**src/rtl/mac_stop_matmul_engine_pkg.sv**
```systemverilog
// Shared definitions for the stoppable matrix-multiply engine.
//   state_t : controller states (IDLE, RUN, DRAIN, DONE)
//   addr_w  : address width for a dimension, never below one bit
package mac_stop_pkg;

    typedef enum logic [1:0] {
        IDLE  = 2'd0,
        RUN   = 2'd1,
        DRAIN = 2'd2,
        DONE  = 2'd3
    } state_t;

    function automatic int addr_w(input int x);
        return ($clog2(x) > 1) ? $clog2(x) : 1;
    endfunction

endpackage

```
**src/rtl/mac_stop_matmul_engine_if.sv**
```systemverilog
// Bus between the engine and its surroundings (control, operand memories,
// result memory, status).
//   master : control inputs and memory read data driven toward the engine
//   slave  : the engine side; drives addresses, enables, results and status
interface mac_stop_matmul_engine_if
    import mac_stop_pkg::*;
#(
    parameter int M = 2,
    parameter int K = 2,
    parameter int N = 2,
    parameter int W = 32,
    parameter int R = 2 * W + $clog2(K)
) ();

    localparam int AW_M = addr_w(M);
    localparam int AW_K = addr_w(K);
    localparam int AW_N = addr_w(N);

    logic            start;
    logic            do_mac;
    logic            abort;
    logic [W-1:0]    data_in_a;
    logic [W-1:0]    data_in_b;
    logic [AW_M-1:0] row_addr_a;
    logic [AW_K-1:0] col_addr_a;
    logic [AW_K-1:0] row_addr_b;
    logic [AW_N-1:0] col_addr_b;
    logic            matrix_a_re;
    logic            matrix_b_re;
    logic            result_we;
    logic [AW_M-1:0] result_row_addr;
    logic [AW_N-1:0] result_col_addr;
    logic [R-1:0]    result_data;
    logic            busy;
    logic            mac_done;

    modport master (
        output start, do_mac, abort, data_in_a, data_in_b,
        input  row_addr_a, col_addr_a, row_addr_b, col_addr_b,
        input  matrix_a_re, matrix_b_re,
        input  result_we, result_row_addr, result_col_addr, result_data,
        input  busy, mac_done
    );

    modport slave (
        input  start, do_mac, abort, data_in_a, data_in_b,
        output row_addr_a, col_addr_a, row_addr_b, col_addr_b,
        output matrix_a_re, matrix_b_re,
        output result_we, result_row_addr, result_col_addr, result_data,
        output busy, mac_done
    );

endinterface

```
**src/rtl/mac_stop_matmul_engine_pe.sv**
```systemverilog
// Multiply-accumulate element: registered product followed by an
// accumulator that either loads (first term of a dot product) or adds.
//   clk, resetn : clock, asynchronous active-low reset
//   en          : advance enable; low freezes both registers
//   acc_en      : a valid product is present in the product register
//   load        : that product is the first term, so replace instead of add
//   a, b        : operands (W bits)
//   acc         : accumulator (R bits)
module mac_stop_pe #(
    parameter int W           = 32,
    parameter int R           = 2 * W + 1,
    parameter int SIGNED_MODE = 0
) (
    input  logic         clk,
    input  logic         resetn,
    input  logic         en,
    input  logic         acc_en,
    input  logic         load,
    input  logic [W-1:0] a,
    input  logic [W-1:0] b,
    output logic [R-1:0] acc
);

    localparam bit SX = (SIGNED_MODE != 0);

    logic [2*W-1:0] a_ext;
    logic [2*W-1:0] b_ext;
    logic [2*W-1:0] prod_d;
    logic [2*W-1:0] prod_q;
    logic [R-1:0]   prod_r;
    logic [R-1:0]   acc_q;

    // Extending both operands to 2W before multiplying makes the low 2W
    // bits of the product correct for both signed and unsigned operands.
    always_comb begin
        a_ext  = {{W{SX && a[W-1]}}, a};
        b_ext  = {{W{SX && b[W-1]}}, b};
        prod_d = a_ext * b_ext;
        prod_r = {{(R-2*W){SX && prod_q[2*W-1]}}, prod_q};
    end

    always_ff @(posedge clk or negedge resetn) begin
        if (!resetn) begin
            prod_q <= '0;
            acc_q  <= '0;
        end else if (en) begin
            prod_q <= prod_d;
            if (acc_en) begin
                acc_q <= load ? prod_r : acc_q + prod_r;
            end
        end
    end

    assign acc = acc_q;

endmodule

```
**src/rtl/mac_stop_matmul_engine.sv**
```systemverilog
// Matrix-multiply engine C = A * B with a global stop (do_mac) that freezes
// the whole datapath. One (i,k,j) term is issued per cycle, k innermost;
// each C element is written once its K-th term has been accumulated.
//   clk, resetn : clock, asynchronous active-low reset
//   bus (slave) : start/do_mac/abort controls, A/B read ports, C write
//                 port, busy and mac_done status
module mac_stop_matmul_engine
    import mac_stop_pkg::*;
#(
    parameter int M                        = 2,
    parameter int K                        = 2,
    parameter int N                        = 2,
    parameter int DATA_WIDTH_INIT_MATRIX   = 32,
    parameter int DATA_WIDTH_RESULT_MATRIX = 2 * DATA_WIDTH_INIT_MATRIX + $clog2(K),
    parameter int SIGNED_MODE              = 0
) (
    input logic                    clk,
    input logic                    resetn,
    mac_stop_matmul_engine_if.slave bus
);

    localparam int W    = DATA_WIDTH_INIT_MATRIX;
    localparam int R    = DATA_WIDTH_RESULT_MATRIX;
    localparam int AW_M = addr_w(M);
    localparam int AW_K = addr_w(K);
    localparam int AW_N = addr_w(N);

    state_t          state_q;
    logic [AW_M-1:0] i_q;
    logic [AW_K-1:0] k_q;
    logic [AW_N-1:0] j_q;

    logic i_last, k_last, j_last;
    logic issue, last_issue;

    // Pipeline tags: stage 1 = operands on the read bus, stage 2 = product
    // registered, stage 3 = accumulator holds a finished C element.
    logic            v1, v2, v3;
    logic            first1, first2;
    logic            last1, last2;
    logic [AW_M-1:0] row1, row2, row3;
    logic [AW_N-1:0] col1, col2, col3;

    logic [R-1:0]    acc;

    assign i_last     = (i_q == AW_M'(M - 1));
    assign k_last     = (k_q == AW_K'(K - 1));
    assign j_last     = (j_q == AW_N'(N - 1));
    assign issue      = (state_q == RUN) && bus.do_mac && !bus.abort;
    assign last_issue = issue && i_last && j_last && k_last;

    always_ff @(posedge clk or negedge resetn) begin
        if (!resetn) begin
            state_q <= IDLE;
        end else if (bus.abort) begin
            state_q <= IDLE;
        end else begin
            case (state_q)
                IDLE:    if (bus.start) state_q <= RUN;
                RUN:     if (last_issue) state_q <= DRAIN;
                // Stages 1 and 2 empty with do_mac high: the last element
                // is being written this cycle.
                DRAIN:   if (bus.do_mac && !v1 && !v2) state_q <= DONE;
                DONE:    state_q <= IDLE;
                default: state_q <= IDLE;
            endcase
        end
    end

    always_ff @(posedge clk or negedge resetn) begin
        if (!resetn) begin
            i_q <= '0;
            k_q <= '0;
            j_q <= '0;
        end else if (bus.abort) begin
            i_q <= '0;
            k_q <= '0;
            j_q <= '0;
        end else if (issue) begin
            if (k_last) begin
                k_q <= '0;
                if (j_last) begin
                    j_q <= '0;
                    i_q <= i_last ? '0 : i_q + 1'b1;
                end else begin
                    j_q <= j_q + 1'b1;
                end
            end else begin
                k_q <= k_q + 1'b1;
            end
        end
    end

    always_ff @(posedge clk or negedge resetn) begin
        if (!resetn) begin
            v1 <= 1'b0; v2 <= 1'b0; v3 <= 1'b0;
            first1 <= 1'b0; first2 <= 1'b0;
            last1 <= 1'b0; last2 <= 1'b0;
            row1 <= '0; row2 <= '0; row3 <= '0;
            col1 <= '0; col2 <= '0; col3 <= '0;
        end else if (bus.abort) begin
            v1 <= 1'b0; v2 <= 1'b0; v3 <= 1'b0;
            first1 <= 1'b0; first2 <= 1'b0;
            last1 <= 1'b0; last2 <= 1'b0;
            row1 <= '0; row2 <= '0; row3 <= '0;
            col1 <= '0; col2 <= '0; col3 <= '0;
        end else if (bus.do_mac) begin
            v1     <= issue;
            first1 <= (k_q == '0);
            last1  <= k_last;
            row1   <= i_q;
            col1   <= j_q;
            v2     <= v1;
            first2 <= first1;
            last2  <= last1;
            row2   <= row1;
            col2   <= col1;
            v3     <= v2 && last2;
            row3   <= row2;
            col3   <= col2;
        end
    end

    mac_stop_pe #(
        .W(W),
        .R(R),
        .SIGNED_MODE(SIGNED_MODE)
    ) u_pe (
        .clk   (clk),
        .resetn(resetn),
        .en    (bus.do_mac),
        .acc_en(v2),
        .load  (first2),
        .a     (bus.data_in_a),
        .b     (bus.data_in_b),
        .acc   (acc)
    );

    assign bus.matrix_a_re     = issue;
    assign bus.matrix_b_re     = issue;
    assign bus.row_addr_a      = i_q;
    assign bus.col_addr_a      = k_q;
    assign bus.row_addr_b      = k_q;
    assign bus.col_addr_b      = j_q;
    assign bus.result_we       = v3 && bus.do_mac && !bus.abort;
    assign bus.result_row_addr = row3;
    assign bus.result_col_addr = col3;
    assign bus.result_data     = acc;
    assign bus.busy            = (state_q == RUN) || (state_q == DRAIN);
    assign bus.mac_done        = (state_q == DONE) && !bus.abort;

endmodule

```
**src/flat_wrapper.sv**
```systemverilog
// flat-port wrapper written by rule: the top's interface ports become plain ports
module mac_stop_matmul_engine_flat import mac_stop_pkg::*;
#(
    parameter int M                        = 2,
    parameter int K                        = 2,
    parameter int N                        = 2,
    parameter int DATA_WIDTH_INIT_MATRIX   = 32,
    parameter int DATA_WIDTH_RESULT_MATRIX = 2 * DATA_WIDTH_INIT_MATRIX + $clog2(K),
    parameter int SIGNED_MODE              = 0
)
  (clk, resetn, bus_start, bus_do_mac, bus_abort, bus_data_in_a, bus_data_in_b, bus_row_addr_a, bus_col_addr_a, bus_row_addr_b, bus_col_addr_b, bus_matrix_a_re, bus_matrix_b_re, bus_result_we, bus_result_row_addr, bus_result_col_addr, bus_result_data, bus_busy, bus_mac_done);
  mac_stop_matmul_engine_if #(.M(M), .K(K), .N(N)) bus_i ();
  input logic clk;
  input logic resetn;
  input wire logic [$bits(bus_i.start)-1:0] bus_start;
  input wire logic [$bits(bus_i.do_mac)-1:0] bus_do_mac;
  input wire logic [$bits(bus_i.abort)-1:0] bus_abort;
  input wire logic [$bits(bus_i.data_in_a)-1:0] bus_data_in_a;
  input wire logic [$bits(bus_i.data_in_b)-1:0] bus_data_in_b;
  output wire logic [$bits(bus_i.row_addr_a)-1:0] bus_row_addr_a;
  output wire logic [$bits(bus_i.col_addr_a)-1:0] bus_col_addr_a;
  output wire logic [$bits(bus_i.row_addr_b)-1:0] bus_row_addr_b;
  output wire logic [$bits(bus_i.col_addr_b)-1:0] bus_col_addr_b;
  output wire logic [$bits(bus_i.matrix_a_re)-1:0] bus_matrix_a_re;
  output wire logic [$bits(bus_i.matrix_b_re)-1:0] bus_matrix_b_re;
  output wire logic [$bits(bus_i.result_we)-1:0] bus_result_we;
  output wire logic [$bits(bus_i.result_row_addr)-1:0] bus_result_row_addr;
  output wire logic [$bits(bus_i.result_col_addr)-1:0] bus_result_col_addr;
  output wire logic [$bits(bus_i.result_data)-1:0] bus_result_data;
  output wire logic [$bits(bus_i.busy)-1:0] bus_busy;
  output wire logic [$bits(bus_i.mac_done)-1:0] bus_mac_done;
  assign bus_i.start = bus_start;
  assign bus_i.do_mac = bus_do_mac;
  assign bus_i.abort = bus_abort;
  assign bus_i.data_in_a = bus_data_in_a;
  assign bus_i.data_in_b = bus_data_in_b;
  assign bus_row_addr_a = bus_i.row_addr_a;
  assign bus_col_addr_a = bus_i.col_addr_a;
  assign bus_row_addr_b = bus_i.row_addr_b;
  assign bus_col_addr_b = bus_i.col_addr_b;
  assign bus_matrix_a_re = bus_i.matrix_a_re;
  assign bus_matrix_b_re = bus_i.matrix_b_re;
  assign bus_result_we = bus_i.result_we;
  assign bus_result_row_addr = bus_i.result_row_addr;
  assign bus_result_col_addr = bus_i.result_col_addr;
  assign bus_result_data = bus_i.result_data;
  assign bus_busy = bus_i.busy;
  assign bus_mac_done = bus_i.mac_done;
  mac_stop_matmul_engine #(.M(M), .K(K), .N(N), .DATA_WIDTH_INIT_MATRIX(DATA_WIDTH_INIT_MATRIX), .DATA_WIDTH_RESULT_MATRIX(DATA_WIDTH_RESULT_MATRIX), .SIGNED_MODE(SIGNED_MODE)) u_core (.clk(clk), .resetn(resetn), .bus(bus_i));
endmodule
```
**config.mk**
```make
export PLATFORM = sky130hd
export DESIGN_NAME = mac_stop_matmul_engine_flat
export DESIGN_NICKNAME = d
export VERILOG_FILES = /design/src/rtl/mac_stop_matmul_engine_pkg.sv /design/src/rtl/mac_stop_matmul_engine_if.sv /design/src/rtl/mac_stop_matmul_engine_pe.sv /design/src/rtl/mac_stop_matmul_engine.sv /design/src/flat_wrapper.sv
export SDC_FILE = /design/constraint.sdc
export NUM_CORES = 2
export LEC_CHECK = 0
export BUFFER_PORTS_ARGS = -buffer_cell sky130_fd_sc_hd__buf_4
export CAP_MARGIN = 10
export CORE_ASPECT_RATIO = 1.4
export CORE_MARGIN = 5
export CORE_UTILIZATION = 55
export CTS_CLUSTER_DIAMETER = 40
export DETAILED_ROUTE_END_ITERATION = 10
export GPL_TIMING_DRIVEN = 1
export HOLD_SLACK_MARGIN = 0.03
export PLACE_DENSITY = 0.84
export SLEW_MARGIN = 20
export SYNTH_ARGS = -nofsm -noshare
export SYNTH_HDL_FRONTEND = slang
export SYNTH_SLANG_ARGS = --single-unit
```
**constraint.sdc**
```tcl
create_clock -name clk -period 4.17 [get_ports clk]
set_input_delay 0.6255 -clock clk [delete_from_list [all_inputs] [get_ports clk]]
set_output_delay 0.6255 -clock clk [all_outputs]
set_load 0.005 [all_outputs]
```
==> qor.yml <==
critical_path:
  required_ps: 4500
  startpoint_type: "input pin"
  cp.arrival_ps: 7800
  critical_path.endpoint_type: "register"
  cp_max_fo: 14
  critPathKind: "input pin to register"
cts:
  numCtsBuffers: 17
  root_buffer: "clkbuf_16"
  clk_latency_ps: 450
  tritoncts: "done"
  h-tree-depth: 4
  clockBufferDepth: 2
  clk_pin_slew_worst_paths_ps: 60
  cts.sinks: 147
sta:
  slew_violations: 0
  fmax_ghz: 0.134
  setup_viol: 57
  slew_headroom_pct: 30.2
  worstMarginPinSlew_ps: 1050
  finalCritPeriodShare_pct: 179
  layout_setup_ws_ps: -3300
  rsz0062_at_grt: "yes"
  hold_viol_final: 0
  fin_worst_skew_ps: 14.8
  fin_crit_ps: 7470
die:
  io_pins: 145
  dieArea_mm2: 0.0846
  die_h_um: 342
  coreArea_mm2: 0.0780
  initial_core_util_pct: 55.6
  fp.dieW_um: 247
  num_rows: 121
detailed_routing:
  wl_met3_um: 11300
  ant_nets: 0
  routed-wl-met2_um: 67900
  firstDrtPassIters: 7
  drt-met1-wl_um: 45700
  vias: 37017
  routed.top_layer: "met5"
  drc_errors: 0
  first_iter_violations: 2936
  detail_route.wl_per_cell_um: 21.9
  wl_um: 137000
  viasPerCell: 5.92
final_layout:
  drive_above_1_share_pct: 20.1
  post-route-util_pct: 66.1
  area_growth_syn_to_layout_pct: 18.9
  fillers: 5304
  nets: 6486
grt:
  grt.overflow.total: 0
  grt_pass1_vias: 40240
  grt_usage_pct: 30.7
  grt_max_degree: 114
  grt_pass1_wl_um: 207000
  antenna_found_initial: 4
synthesis:
  yosysSeqAreaShare_pct: 8.49
  ys_warn_count: 0
  ys_ff_latch: 147
  ys_types: 77
  synth_nets: 6104
  syn_area_per_cell_um2: 9.02
  netlist_instances: 4806
  syn_area_mm2: 0.0433
  async_flop_share_pct: 100
  synth_edf_count: 0
  synthFlopType: "dfrtp_1"
placement:
  portBuffers: 144
  dp_hpwl_um: 102000
  place.gp.congestion: 0.966
run:
  drv_cap: 0
worst_hold_path:
  hold_class: "input pin to asynchronous set/reset pin"
outcome:
  violations: "negative setup slack"
  status: "finished with violations"
## layout by cell type, fill, tap and decap left out, types with 84 or more instances in the layout
| cell type | count |
|---|---|
| a21o_1 | 84 |
| a21oi_1 | 156 |
| and2_1 | 561 |
| buf_4 | 500 |
| buf_6 | 95 |
| dfrtp_1 | 146 |
| fa_1 | 850 |
| ha_1 | 289 |
| inv_1 | 874 |
| nand2_1 | 536 |
| nor2_1 | 121 |
| o21ai_0 | 102 |
## cells in the mapped netlist, types with 28 or more instances
master / number / area share [%]
xor2_1: 45 / 0.91
mux2_2: 55 / 1.4
and2_1: 613 / 8.9
dfrtp_1: 147 / 8.5
o21ai_0: 117 / 1.4
nand4_1: 35 / 0.51
o21bai_1: 28 / 0.49
fa_1: 897 / 41
nor2_1: 127 / 1.1
nand2_1: 547 / 4.7
a21o_1: 84 / 1.5
xnor2_1: 69 / 1.4
ha_1: 332 / 9.6
inv_1: 904 / 7.8
clkbuf_1: 267 / 2.3
nand3_1: 47 / 0.54
a21oi_1: 190 / 2.2
## layer usage
layer / GRT usage [%] / vias to the layer above
met3: 5.11 / 923
met1: 35.4 / 18400
met5: 0 / -
li1: - / 15458
met4: 18.1 / 4
met2: 53.5 / 2232
## critical path, cell delays in order
cell	delay, ps
buf_6	130
buf_4	150
buf_4	160
and2_1	190
fa_1	570
fa_2	470
fa_1	530
inv_1	60
fa_1	480
inv_1	60
fa_1	520
fa_1	450
fa_1	530
fa_1	570
ha_4	310
and4_4	260
nand3_4	90
or4_4	520
o21ai_4	250
nor2_4	80
o21bai_1	230
a21oi_2	110
xnor2_2	170
mux2_2	270
## cell families (layout without fill, tap and decap cells)
group           count (synthesis)  after routing  share of synthesized area (%)
xor+xnor                      114            114                           2.30
flops                         147            147                           8.49
compound gates                572            572                           8.43
other cells                     0              3                              0
buf+inv                      1181           1576                           10.3
simple gates                 1484           1484                           17.5
fa+ha+maj                    1229           1229                           51.0
mux                            79             79                           1.98
## path summary, 6_finish.rpt
kind / slack, ps / to / cells after the start / startpoint
max: -3300 / u_core.u_pe.prod_q[41] / 24 / bus_data_in_b[6]
max in group asynchronous: 3100 / u_core.u_pe.prod_q[14] / 2 / resetn
min reg2reg: 520 / u_core.u_pe.acc[3] / 2 / u_core.u_pe.acc[3]
min: 280 / u_core.u_pe.acc[6] / 1 / resetn
min in group clk: 500 / u_core.first2 / 2 / bus_abort
max reg2reg: 320 / u_core.u_pe.acc[64] / 14 / u_core.u_pe.prod_q[0]
## repair_timing
action / 4_1_cts / 5_1_grt
pin swaps: 150 / 117
gates cloned: 4 / 4
buffers inserted: 48 / 23
resized for setup: 252 / 163
endpoints found under the setup margin: 57 / 57
hold buffers: 0 / 0
## cell type report
cell class,instances,area (um2),share of cell area [%]
Sequential cell,147,3680,7.15
Inverter,904,3390,6.59
Multi-Input combinational cell,3478,36800,71.5
Clock inverter,12,119,0.231
Tap cell,1045,1310,2.54
Timing Repair Buffer,640,5740,11.1
Clock buffer,20,457,0.887
Antenna cell,3,7.51,0.0146
## flip-flops by register name, indices dropped and copies added (netlist names)
register,count
u_core.bus.col_addr_a,1
u_core.bus.col_addr_b,1
u_core.bus.result_col_addr,1
u_core.bus.result_row_addr,1
u_core.bus.row_addr_a,1
u_core.col1,1
u_core.col2,1
u_core.first1,1
u_core.first2,1
u_core.last1,1
u_core.last2,1
u_core.row1,1
u_core.row2,1
u_core.state_q,2
u_core.u_pe.acc,65
u_core.u_pe.prod_q,64
u_core.v1,1
u_core.v2,1
u_core.v3,1
## stage by stage
| step | hold slack, ps | setup WS (ps) | TNS (ps) | instances | instance area, um2 |
|---|---|---|---|---|---|
| 3_5_place_dp | 508 | -3640 | -172570 | 6144 | 48500 |
| 3_3_place_gp | 500 | -3510 | -169060 | 6144 | 48500 |
| 5_1_grt | 346 | -3490 | -160790 | 6246 | 51500 |
| 2_1_floorplan | 330 | -3140 | -137840 | 4806 | 44100 |
| 4_1_cts | 302 | -3090 | -142180 | 6228 | 50600 |
| 6_report | 276 | -3300 | -155040 | 6249 | 51500 |
Power is left out: the tool's default activity adds up to more than one toggle a clock period on the data nets, which glitch-free logic cannot reach.
